File: src/rtl/alu_stage.sv
// alu_stage: execute stage and A->C pipeline register.
// ALU ops, load/store address generation, branch resolution, and an
// iterative shift-add multiplier that stalls the front end while it runs.
// Optional macro ALU_STAGE_FAST_MUL_EN: single-cycle combinational MUL;
// the multiplier FSM is removed and stall is tied low.
//
// state | meaning
// IDLE  | normal single-cycle flow; a live MUL raises stall and starts
// BUSY  | one shift-add step per cycle, C stage receives bubbles
// DONE  | product ready; written to C on the edge leaving this state
module alu_stage #(
  parameter int DATA_WIDTH = 32,
  parameter int ADDR_WIDTH = 32
) (
  input  logic                  clk,
  input  logic                  rst_n,
  input  logic [DATA_WIDTH-1:0] A_dataA,
  input  logic [DATA_WIDTH-1:0] A_dataB,
  input  logic [ADDR_WIDTH-1:0] A_PC,
  input  logic [DATA_WIDTH-1:0] A_BranchOffset,
  input  logic [6:0]            A_opcode,
  input  logic [4:0]            A_regDst,
  input  logic [1:0]            A_DC_rd_wr,
  input  logic                  A_DC_we,
  input  logic                  A_MuxD,
  input  logic                  A_RF_wrd,
  input  logic                  A_kill,
  output logic [DATA_WIDTH-1:0] C_result,
  output logic [DATA_WIDTH-1:0] C_storeData,
  output logic [4:0]            C_regDst,
  output logic [1:0]            C_DC_rd_wr,
  output logic                  C_DC_we,
  output logic                  C_MuxD,
  output logic                  C_RF_wrd,
  output logic                  C_kill,
  output logic                  stall,
  output logic                  branch_taken,
  output logic [ADDR_WIDTH-1:0] branch_target
);

  localparam logic [6:0] OP_ADD = 7'h00;
  localparam logic [6:0] OP_SUB = 7'h01;
  localparam logic [6:0] OP_AND = 7'h02;
  localparam logic [6:0] OP_OR  = 7'h03;
  localparam logic [6:0] OP_XOR = 7'h04;
  localparam logic [6:0] OP_SLL = 7'h05;
  localparam logic [6:0] OP_SRL = 7'h06;
  localparam logic [6:0] OP_SLT = 7'h07;
  localparam logic [6:0] OP_MUL = 7'h08;
  localparam logic [6:0] OP_LD  = 7'h10;
  localparam logic [6:0] OP_ST  = 7'h11;
  localparam logic [6:0] OP_BEQ = 7'h20;
  localparam logic [6:0] OP_BNE = 7'h21;
  localparam logic [6:0] OP_JMP = 7'h22;

  logic [DATA_WIDTH-1:0] alu_res;
  logic                  op_valid;
  logic                  is_branch;
  logic                  br_cond;

  // Single-cycle result and branch decode from the current A inputs.
  always_comb begin
    alu_res   = '0;
    op_valid  = 1'b1;
    is_branch = 1'b0;
    br_cond   = 1'b0;
    case (A_opcode)
      OP_ADD:        alu_res = A_dataA + A_dataB;
      OP_SUB:        alu_res = A_dataA - A_dataB;
      OP_AND:        alu_res = A_dataA & A_dataB;
      OP_OR:         alu_res = A_dataA | A_dataB;
      OP_XOR:        alu_res = A_dataA ^ A_dataB;
      OP_SLL:        alu_res = A_dataA << A_dataB[4:0];
      OP_SRL:        alu_res = A_dataA >> A_dataB[4:0];
      OP_SLT:        alu_res = {{(DATA_WIDTH-1){1'b0}}, ($signed(A_dataA) < $signed(A_dataB))};
`ifdef ALU_STAGE_FAST_MUL_EN
      OP_MUL:        alu_res = A_dataA * A_dataB;
`else
      OP_MUL:        alu_res = '0;
`endif
      OP_LD, OP_ST:  alu_res = A_dataA + A_dataB;
      OP_BEQ: begin
        is_branch = 1'b1;
        br_cond   = (A_dataA == A_dataB);
      end
      OP_BNE: begin
        is_branch = 1'b1;
        br_cond   = (A_dataA != A_dataB);
      end
      OP_JMP: begin
        is_branch = 1'b1;
        br_cond   = 1'b1;
      end
      default:       op_valid = 1'b0;
    endcase
  end

`ifndef ALU_STAGE_FAST_MUL_EN
  localparam int CNT_W = $clog2(DATA_WIDTH + 1);

  typedef enum logic [1:0] {ST_IDLE, ST_BUSY, ST_DONE} state_t;

  state_t                state, state_nxt;
  logic                  mul_issue;
  logic                  stall_raw;
  logic [DATA_WIDTH-1:0] mcand, mplier, acc;
  logic [CNT_W-1:0]      count;
  logic [DATA_WIDTH-1:0] m_store;
  logic [4:0]            m_regDst;
  logic [1:0]            m_rd_wr;
  logic                  m_dc_we, m_muxd, m_rf_wrd;

  assign mul_issue = (A_opcode == OP_MUL) && !A_kill;

  // Multiplier state register.
  always_ff @(posedge clk or negedge rst_n) begin
    if (!rst_n) state <= ST_IDLE;
    else        state <= state_nxt;
  end

  // Next state and raw stall request.
  always_comb begin
    state_nxt = state;
    stall_raw = 1'b0;
    case (state)
      ST_IDLE: begin
        if (mul_issue) begin
          stall_raw = 1'b1;
          state_nxt = ST_BUSY;
        end
      end
      ST_BUSY: begin
        stall_raw = 1'b1;
        if (count == CNT_W'(1)) state_nxt = ST_DONE;
      end
      ST_DONE: state_nxt = ST_IDLE;
      default: state_nxt = ST_IDLE;
    endcase
  end

  // Reset must drop stall at once, even if a MUL sits on the A inputs.
  assign stall = stall_raw & rst_n;

  // Shift-add datapath; control fields are captured at issue.
  always_ff @(posedge clk or negedge rst_n) begin
    if (!rst_n) begin
      mcand    <= '0;
      mplier   <= '0;
      acc      <= '0;
      count    <= '0;
      m_store  <= '0;
      m_regDst <= '0;
      m_rd_wr  <= '0;
      m_dc_we  <= 1'b0;
      m_muxd   <= 1'b0;
      m_rf_wrd <= 1'b0;
    end else if (state == ST_IDLE && mul_issue) begin
      mcand    <= A_dataA;
      mplier   <= A_dataB;
      acc      <= '0;
      count    <= CNT_W'(DATA_WIDTH);
      m_store  <= A_dataB;
      m_regDst <= A_regDst;
      m_rd_wr  <= A_DC_rd_wr;
      m_dc_we  <= A_DC_we;
      m_muxd   <= A_MuxD;
      m_rf_wrd <= A_RF_wrd;
    end else if (state == ST_BUSY) begin
      if (mplier[0]) acc <= acc + mcand;
      mcand  <= mcand << 1;
      mplier <= mplier >> 1;
      count  <= count - CNT_W'(1);
    end
  end
`else
  assign stall = 1'b0;
`endif

  // A->C pipeline register: product, bubble, or single-cycle result.
  always_ff @(posedge clk or negedge rst_n) begin
    if (!rst_n) begin
      C_result      <= '0;
      C_storeData   <= '0;
      C_regDst      <= '0;
      C_DC_rd_wr    <= '0;
      C_DC_we       <= 1'b0;
      C_MuxD        <= 1'b0;
      C_RF_wrd      <= 1'b0;
      C_kill        <= 1'b1;
      branch_taken  <= 1'b0;
      branch_target <= '0;
    end else
`ifndef ALU_STAGE_FAST_MUL_EN
    if (state == ST_DONE) begin
      C_result     <= acc;
      C_storeData  <= m_store;
      C_regDst     <= m_regDst;
      C_DC_rd_wr   <= m_rd_wr;
      C_DC_we      <= m_dc_we;
      C_MuxD       <= m_muxd;
      C_RF_wrd     <= m_rf_wrd;
      C_kill       <= 1'b0;
      branch_taken <= 1'b0;
    end else if (state == ST_BUSY || mul_issue) begin
      C_result     <= '0;
      C_storeData  <= '0;
      C_regDst     <= '0;
      C_DC_rd_wr   <= '0;
      C_DC_we      <= 1'b0;
      C_MuxD       <= 1'b0;
      C_RF_wrd     <= 1'b0;
      C_kill       <= 1'b1;
      branch_taken <= 1'b0;
    end else
`endif
    begin
      C_result      <= alu_res;
      C_storeData   <= A_dataB;
      C_regDst      <= A_regDst;
      C_DC_rd_wr    <= A_DC_rd_wr;
      C_DC_we       <= A_DC_we & op_valid & ~is_branch & ~A_kill;
      C_MuxD        <= A_MuxD;
      C_RF_wrd      <= A_RF_wrd & op_valid & ~is_branch & ~A_kill;
      C_kill        <= A_kill;
      branch_taken  <= is_branch & br_cond & ~A_kill;
      branch_target <= A_PC + ADDR_WIDTH'(A_BranchOffset);
    end
  end

endmodule

File: config.mk
export PLATFORM = sky130hd
export DESIGN_NAME = alu_stage
export DESIGN_NICKNAME = d
export VERILOG_FILES = /design/src/rtl/alu_stage.sv
export SDC_FILE = /design/constraint.sdc
export NUM_CORES = 1
export LEC_CHECK = 0
export ABC_AREA = 0
export CORE_MARGIN = 2
export CORE_UTILIZATION = 35
export CTS_CLUSTER_SIZE = 28
export DETAILED_ROUTE_END_ITERATION = 10
export PLACE_DENSITY = 0.61
export SLEW_MARGIN = 30
export SYNTH_ARGS = -nofsm -noshare
export SYNTH_HDL_FRONTEND = slang
export SYNTH_SLANG_ARGS = --single-unit
File: constraint.sdc
create_clock -name clk -period 4.35 [get_ports clk]
set_input_delay 0.6525 -clock clk [delete_from_list [all_inputs] [get_ports clk]]
set_output_delay 0.6525 -clock clk [all_outputs]
set_load 0.02 [all_outputs]
==> metrics.cfg, run 1 <==
[outcome]
outcome=complete, no violations

[timing]
setup_viol=0
fin_skew_ps=22.0
grt_setup_unrepaired=false
fin_setup_tns_ps=0
relSlewSlack=0.267
layout_setup_ws_ps=529
whs_ps=473
slew_violations=0
tightest_slew_ps=1090
fin_crit_sh=0.878
hold_viol_final=0
max_freq_ghz=0.262
layout_min_cycle_time_ps=3820

[final_layout]
area_growth_pct=24.2
fillers=5932
fin_area_um2=26600
drive_gt1_frac=0.112
finalNetCount=3122

[routing]
drtIter0Drc=2826
drc=0
wl_um=97500
num_vias=22100
routed_via_density=6.11
wire_per_inst_um=27.0
dr.pass1.iters=8
ant_nets=0

[die]
fp.dieArea_um2=63100
die_w_um=251
initial_utilization=0.354
pin_count=257
rows=90
die_h_um=251
core_um2=60400

[placed_design]
dpl_cell_area_um2=25500
dpl.hpwl_um=74800
portBuffers=256
post-place-ws_ps=5.50
globalplace.congestion=0.987

[grt]
grt_usage=0.303
grt_max_degree=95
grt_overflow=0
grt_antenna_before_repair=6
grt_pass1_vias=21400
grt_first_pass_wirelength_um=144000

[pwr]
power.total_mw=7.43
power.leakage_nw=12.2
max-vdd-ir-drop_uv=297
p_per_area_nw_per_um2=280

[setup_path]
cp.buffers_inverters=4
startpoint_type=input pin
path_cells=clkdlybuf4s50_1 -> inv_1 -> ha_1 -> fa_1 -> or2_1 -> a221oi_1 -> buf_4 -> o211ai_1 -> a21oi_1 -> buf_4 -> o31ai_4 -> nor3_2 -> nor3_1 -> a21oi_1 -> o221ai_1
cp_max_fo=3
cpLargestDelayFamily=compound AO/OA/AOI/OAI gates
cp_slowest_cell=clkdlybuf4s50_1
critical_path_class=in2reg
arrival_ps=4280
critPathRequiredTime_ps=4810
cp_slowest_stage_delay_ps=610
end_kind=flip-flop

[yosys]
synth_common_cells=259 x nand2_1, 253 x dfrtp_1, 249 x o21ai_0, 194 x a21oi_1, 186 x nor2_1
synth_area_leader_cell=dfrtp_1
syn-instance-count=2554
yosysMostFrequentCell=nand2_1
syn_nets=2867
synthMuxAreaShare=0.0859
synth-seq-cells=254
netlist.area_leader.share=0.296
avgSynthCellArea_um2=8.37
async_flop_share=1.00
synthAdderAreaFrac=0.0979
synth-simple-area-share=0.150
synth_edf_count=0
synth-xor-area-share=0.0278
synth_compound_area_frac=0.275
ys_seq_area_frac=0.297
synth_ff_type=dfrtp_1
synthTopCellsByArea=dfrtp_1 30%, ha_1 9.4%, mux4_2 6.6%
synth_cell_type_count=87
yosysWarnings=0
synth_area_um2=21400
synth_top_family_by_area=compound AO/OA/AOI/OAI gates

[clocking]
clock_sinks=254
clk-insertion-delay-late_ps=600
ctsLongestPathBuffers=3
numCtsBuffers=31
htree_levels=1
clkTransAtPathRegs_ps=70
post_cts_buffers=0
clockRootBuffer=clkbuf_16
cts_tree=done

[job]
max_cap_viol_count=0

[min_path]
hp-class=reg2reg

## routing by layer
metal  track usage  wire [um]
met5             0         51
met4         0.109       4020
met3        0.0529       8650
met2         0.472      43400
met1         0.422      41400
## through the flow
step | utilization | cells
6_report | 0.440 | 3615
5_1_grt | 0.440 | 3615
4_1_cts | 0.440 | 3614
3_5_place_dp | 0.422 | 3557
3_3_place_gp | 0.422 | 3557
2_1_floorplan | - | 2554
## layout make-up
type                    instances  area, um^2  area share
diodes                          1        2.50   0.0000942
repair buffers                411        3790       0.143
clock buffers                  40         860      0.0324
multi-input cells            1931       13700       0.515
flip-flops and latches        254        6360       0.239
well taps                     782         978      0.0368
inverters                     180         676      0.0254
clock inverters                16         223     0.00839
## placed cells by master, fill, tap and decap left out, types with 16 or more instances in the layout
master / instances
o21a_1: 16
o21bai_1: 26
xnor2_1: 39
xor2_1: 29
o21ai_1: 27
a22o_1: 16
o21ai_0: 249
nand3_1: 73
a222oi_1: 65
a221o_1: 20
o211ai_1: 16
dfrtp_1: 253
a21oi_1: 194
buf_4: 149
o22ai_1: 23
nand2b_1: 17
mux2i_1: 34
a22oi_1: 20
nor3_1: 35
inv_1: 177
a211oi_1: 20
a31oi_1: 24
mux4_2: 63
nand4_1: 20
a21o_1: 49
clkdlybuf4s50_1: 250
ha_1: 161
nor2_1: 186
nand2_1: 258
nor2b_1: 17
clkbuf_16: 31
## sequential cells by signal (all words and copies together) (netlist names), 2 cells and up
signal,count
count,6
m_rd_wr,2
acc,32
mcand,32
m_regDst,5
C_regDst,5
state,2
mplier,32
C_result,32
branch_target,32
C_storeData,32
C_DC_rd_wr,2
m_store,32
## timing repair
item,CTS,global route
hold buffers,1,0
gates resized for setup,0,0
hold endpoints to repair,29,0
## cell families (layout without fill, tap and decap cells)
logic type / Yosys count / after routing
adder cells (fa/ha/maj): 165 / 165
flip-flops: 254 / 254
multiplexers: 104 / 104
buffers and inverters: 369 / 647
AND/OR/NAND/NOR: 701 / 701
XOR/XNOR: 68 / 68
AO/OA/AOI/OAI: 893 / 893
other: 0 / 1
## worst register-to-register path, cell delays in order, from the launching register on
cell	delay (ps)
dfrtp_1	520
ha_1	240
inv_1	60
fa_1	380
nor2b_1	220
o211ai_1	110
a21boi_0	380
o211a_1	350
a311o_1	310
nand2_1	150
o211ai_1	250
xnor2_1	140
o21ai_0	90
## final timing paths
kind | to | startpoint | depth (start not counted) | slack (ps)
hold / removal | branch_target[14]$_DFFE_PN0P_ | branch_target[14]$_DFFE_PN0P_ | 2 | 470
hold reg to reg | branch_target[14]$_DFFE_PN0P_ | branch_target[14]$_DFFE_PN0P_ | 2 | 470
max in group asynchronous | m_store[25]$_DFFE_PN0P_ | rst_n | 3 | 2730
min in group asynchronous | mplier[2]$_DFFE_PN0N_ | rst_n | 2 | 520
setup / recovery | C_result[26]$_DFF_PN0_ | A_dataA[0] | 15 | 530
setup reg to reg | acc[28]$_DFFE_PN0P_ | acc[0]$_DFFE_PN0P_ | 12 | 1030
## power by group
part           leakage [nW]  total, mW  switching [mW]  internal (mW)
registers              3.30       2.51          0.0623           2.44
clock network         0.523       2.79            1.11           1.68
logic                  8.42       2.13            1.26          0.867
total                  12.2       7.43            2.44           4.99
(Power assumes the default switching activity.)
==> run 2: changes to the inputs <==
Settings changed: CTS_BUF_LIST set to sky130_fd_sc_hd__clkbuf_16.
==> metrics.cfg, run 2 (synthesis results as in run 1) <==
[outcome]
outcome=complete, no violations

[final_layout]
finalNetCount=3122
final_common_cell=nand2_1
area_growth_pct=24.0
seqCellArea_um2=6360
utilization=0.439
fillers=5944
drive_gt1_frac=0.110
most-common-layout-cells=258 x nand2_1, 253 x dfrtp_1, 250 x clkdlybuf4s50_1
multi_input_area_um2=13700
fin_cells=3616

[pwr]
max-vdd-ir-drop_uv=297
p_int_mw=4.89
p_sw_frac=0.333
clockPowerShare=0.368
power_frac_seq=0.342
power.leakage_nw=12.2
p_comb_frac=0.291
p_switching_mw=2.44
p_per_area_nw_per_um2=277

[clocking]
numCtsBuffers=31
clockRootBuffer=clkbuf_16
htree_levels=1
post_cts_buffers=0
clock_sinks=254
clk-insertion-delay-late_ps=600
clkTransAtPathRegs_ps=60
cts_tree=done
ctsLongestPathBuffers=3

[routing]
wire_per_inst_um=27.0
dr.pass1.iters=8
ant_nets=0
drc=0
routed_via_density=6.12
num_vias=22100
drtIter0Drc=2686
wl_um=97600

[setup_path]
arrival_ps=3170
end_kind=output pin
cp_max_fo=5
path_cells=clkdlybuf4s50_1 -> nor3_1 -> nand3_1 -> nor2_1 -> o21bai_4 -> nor2_1 -> clkdlybuf4s50_1
cpLargestDelayFamily=simple AND/OR/NAND/NOR gates
cp_slowest_stage_delay_ps=640
critPathRequiredTime_ps=3700
startpoint_type=input pin
cp.buffers_inverters=2
r2r_slack_ps=1040
critical_path_class=in2out
cp_slowest_cell=clkdlybuf4s50_1

[timing]
layout_min_cycle_time_ps=3830
fin_setup_tns_ps=0
grt_setup_unrepaired=false
relSlewSlack=0.238
hold_viol_final=0
fin_skew_ps=17.3
tightest_slew_ps=1130
fin_crit_sh=0.879
max_freq_ghz=0.261
slew_violations=0
setup_viol=0

[job]
max_cap_viol_count=0

[die]
die_w_um=251
pin_count=257
fp.dieArea_um2=63100
core_um2=60400
initial_utilization=0.354
die_h_um=251
rows=90

[grt]
grt_overflow=0
grt_antenna_before_repair=6
grt_max_degree=95
grt_first_pass_wirelength_um=144000
grt_pass1_vias=21400
grt_usage=0.303

[placed_design]
portBuffers=256
dpl.hpwl_um=74800
globalplace.congestion=0.987
place_inst=3557

[min_path]
hp-class=reg2reg

run 2: cell count changes in the layout (fill, tap and decap cells not counted):
cell and delta:
diode_2 +1, clkinv_1 +5, inv_1 +4, clkbuf_8 -5
clkbuf_1 -4
run 2: power groups by stage:
stage	combinational (mW)	clock, mW	sequential [mW]
2_1_floorplan	1.09	0	2.61
3_3_place_gp	2.08	0	2.54
3_5_place_dp	2.08	0	2.55
4_1_cts	2.10	2.75	2.51
5_1_grt	2.28	2.85	2.51
6_report	2.13	2.70	2.51
run 2: path summary, 6_finish.rpt:
kind | startpoint | to | cells past startpoint
max | A_opcode[4] | stall | 7
min | branch_target[14]$_DFFE_PN0P_ | branch_target[14]$_DFFE_PN0P_ | 2
max reg2reg | acc[0]$_DFFE_PN0P_ | acc[28]$_DFFE_PN0P_ | 12
min reg2reg | branch_target[14]$_DFFE_PN0P_ | branch_target[14]$_DFFE_PN0P_ | 2
max in group asynchronous | rst_n | m_store[25]$_DFFE_PN0P_ | 3
min in group asynchronous | rst_n | mplier[2]$_DFFE_PN0N_ | 2
run 2: worst min-delay path, delay by kind of cell (launching register included):
kind / cells / cell delay, ps
compound gates: 1 / 60
flops: 1 / 340
simple gates: 1 / 40
run 2: final cells by class:
| class | instances | share of cell area |
|---|---|---|
| timing repair buffer | 411 | 0.143 |
| inverter | 180 | 0.0255 |
| clock buffer | 31 | 0.0293 |
| sequential | 254 | 0.240 |
| tap | 782 | 0.0369 |
| antenna | 2 | 0.000189 |
| clock inverter | 25 | 0.00968 |
| multi-input combinational | 1931 | 0.516 |
run 2: what timing repair did:
| action | in CTS | in global routing |
|---|---|---|
| hold endpoints to repair | 29 | 0 |
| hold buffers | 1 | 0 |
| gates resized for setup | 0 | 0 |
run 2: metal layers:
layer / GRT usage / up-vias / share of wire
met5: 0 / - / 0.00052
met4: 0.109 / 8 / 0.040
met3: 0.0529 / 179 / 0.084
met2: 0.472 / 1024 / 0.45
met1: 0.421 / 11000 / 0.43
li1: - / 9931 / -
run 2: metrics by stage:
step | total power [mW] | hold slack [ps] | area (um^2) | worst slack (ps)
after floorplan | 3.69 | 357 | 21400 | 137
after global placement | 4.62 | 457 | 25500 | 12.3
after detailed placement | 4.63 | 463 | 25500 | 5.50
after CTS | 7.35 | 479 | 26500 | 564
after global routing | 7.65 | 497 | 26500 | 242
final | 7.33 | 473 | 26500 | 525
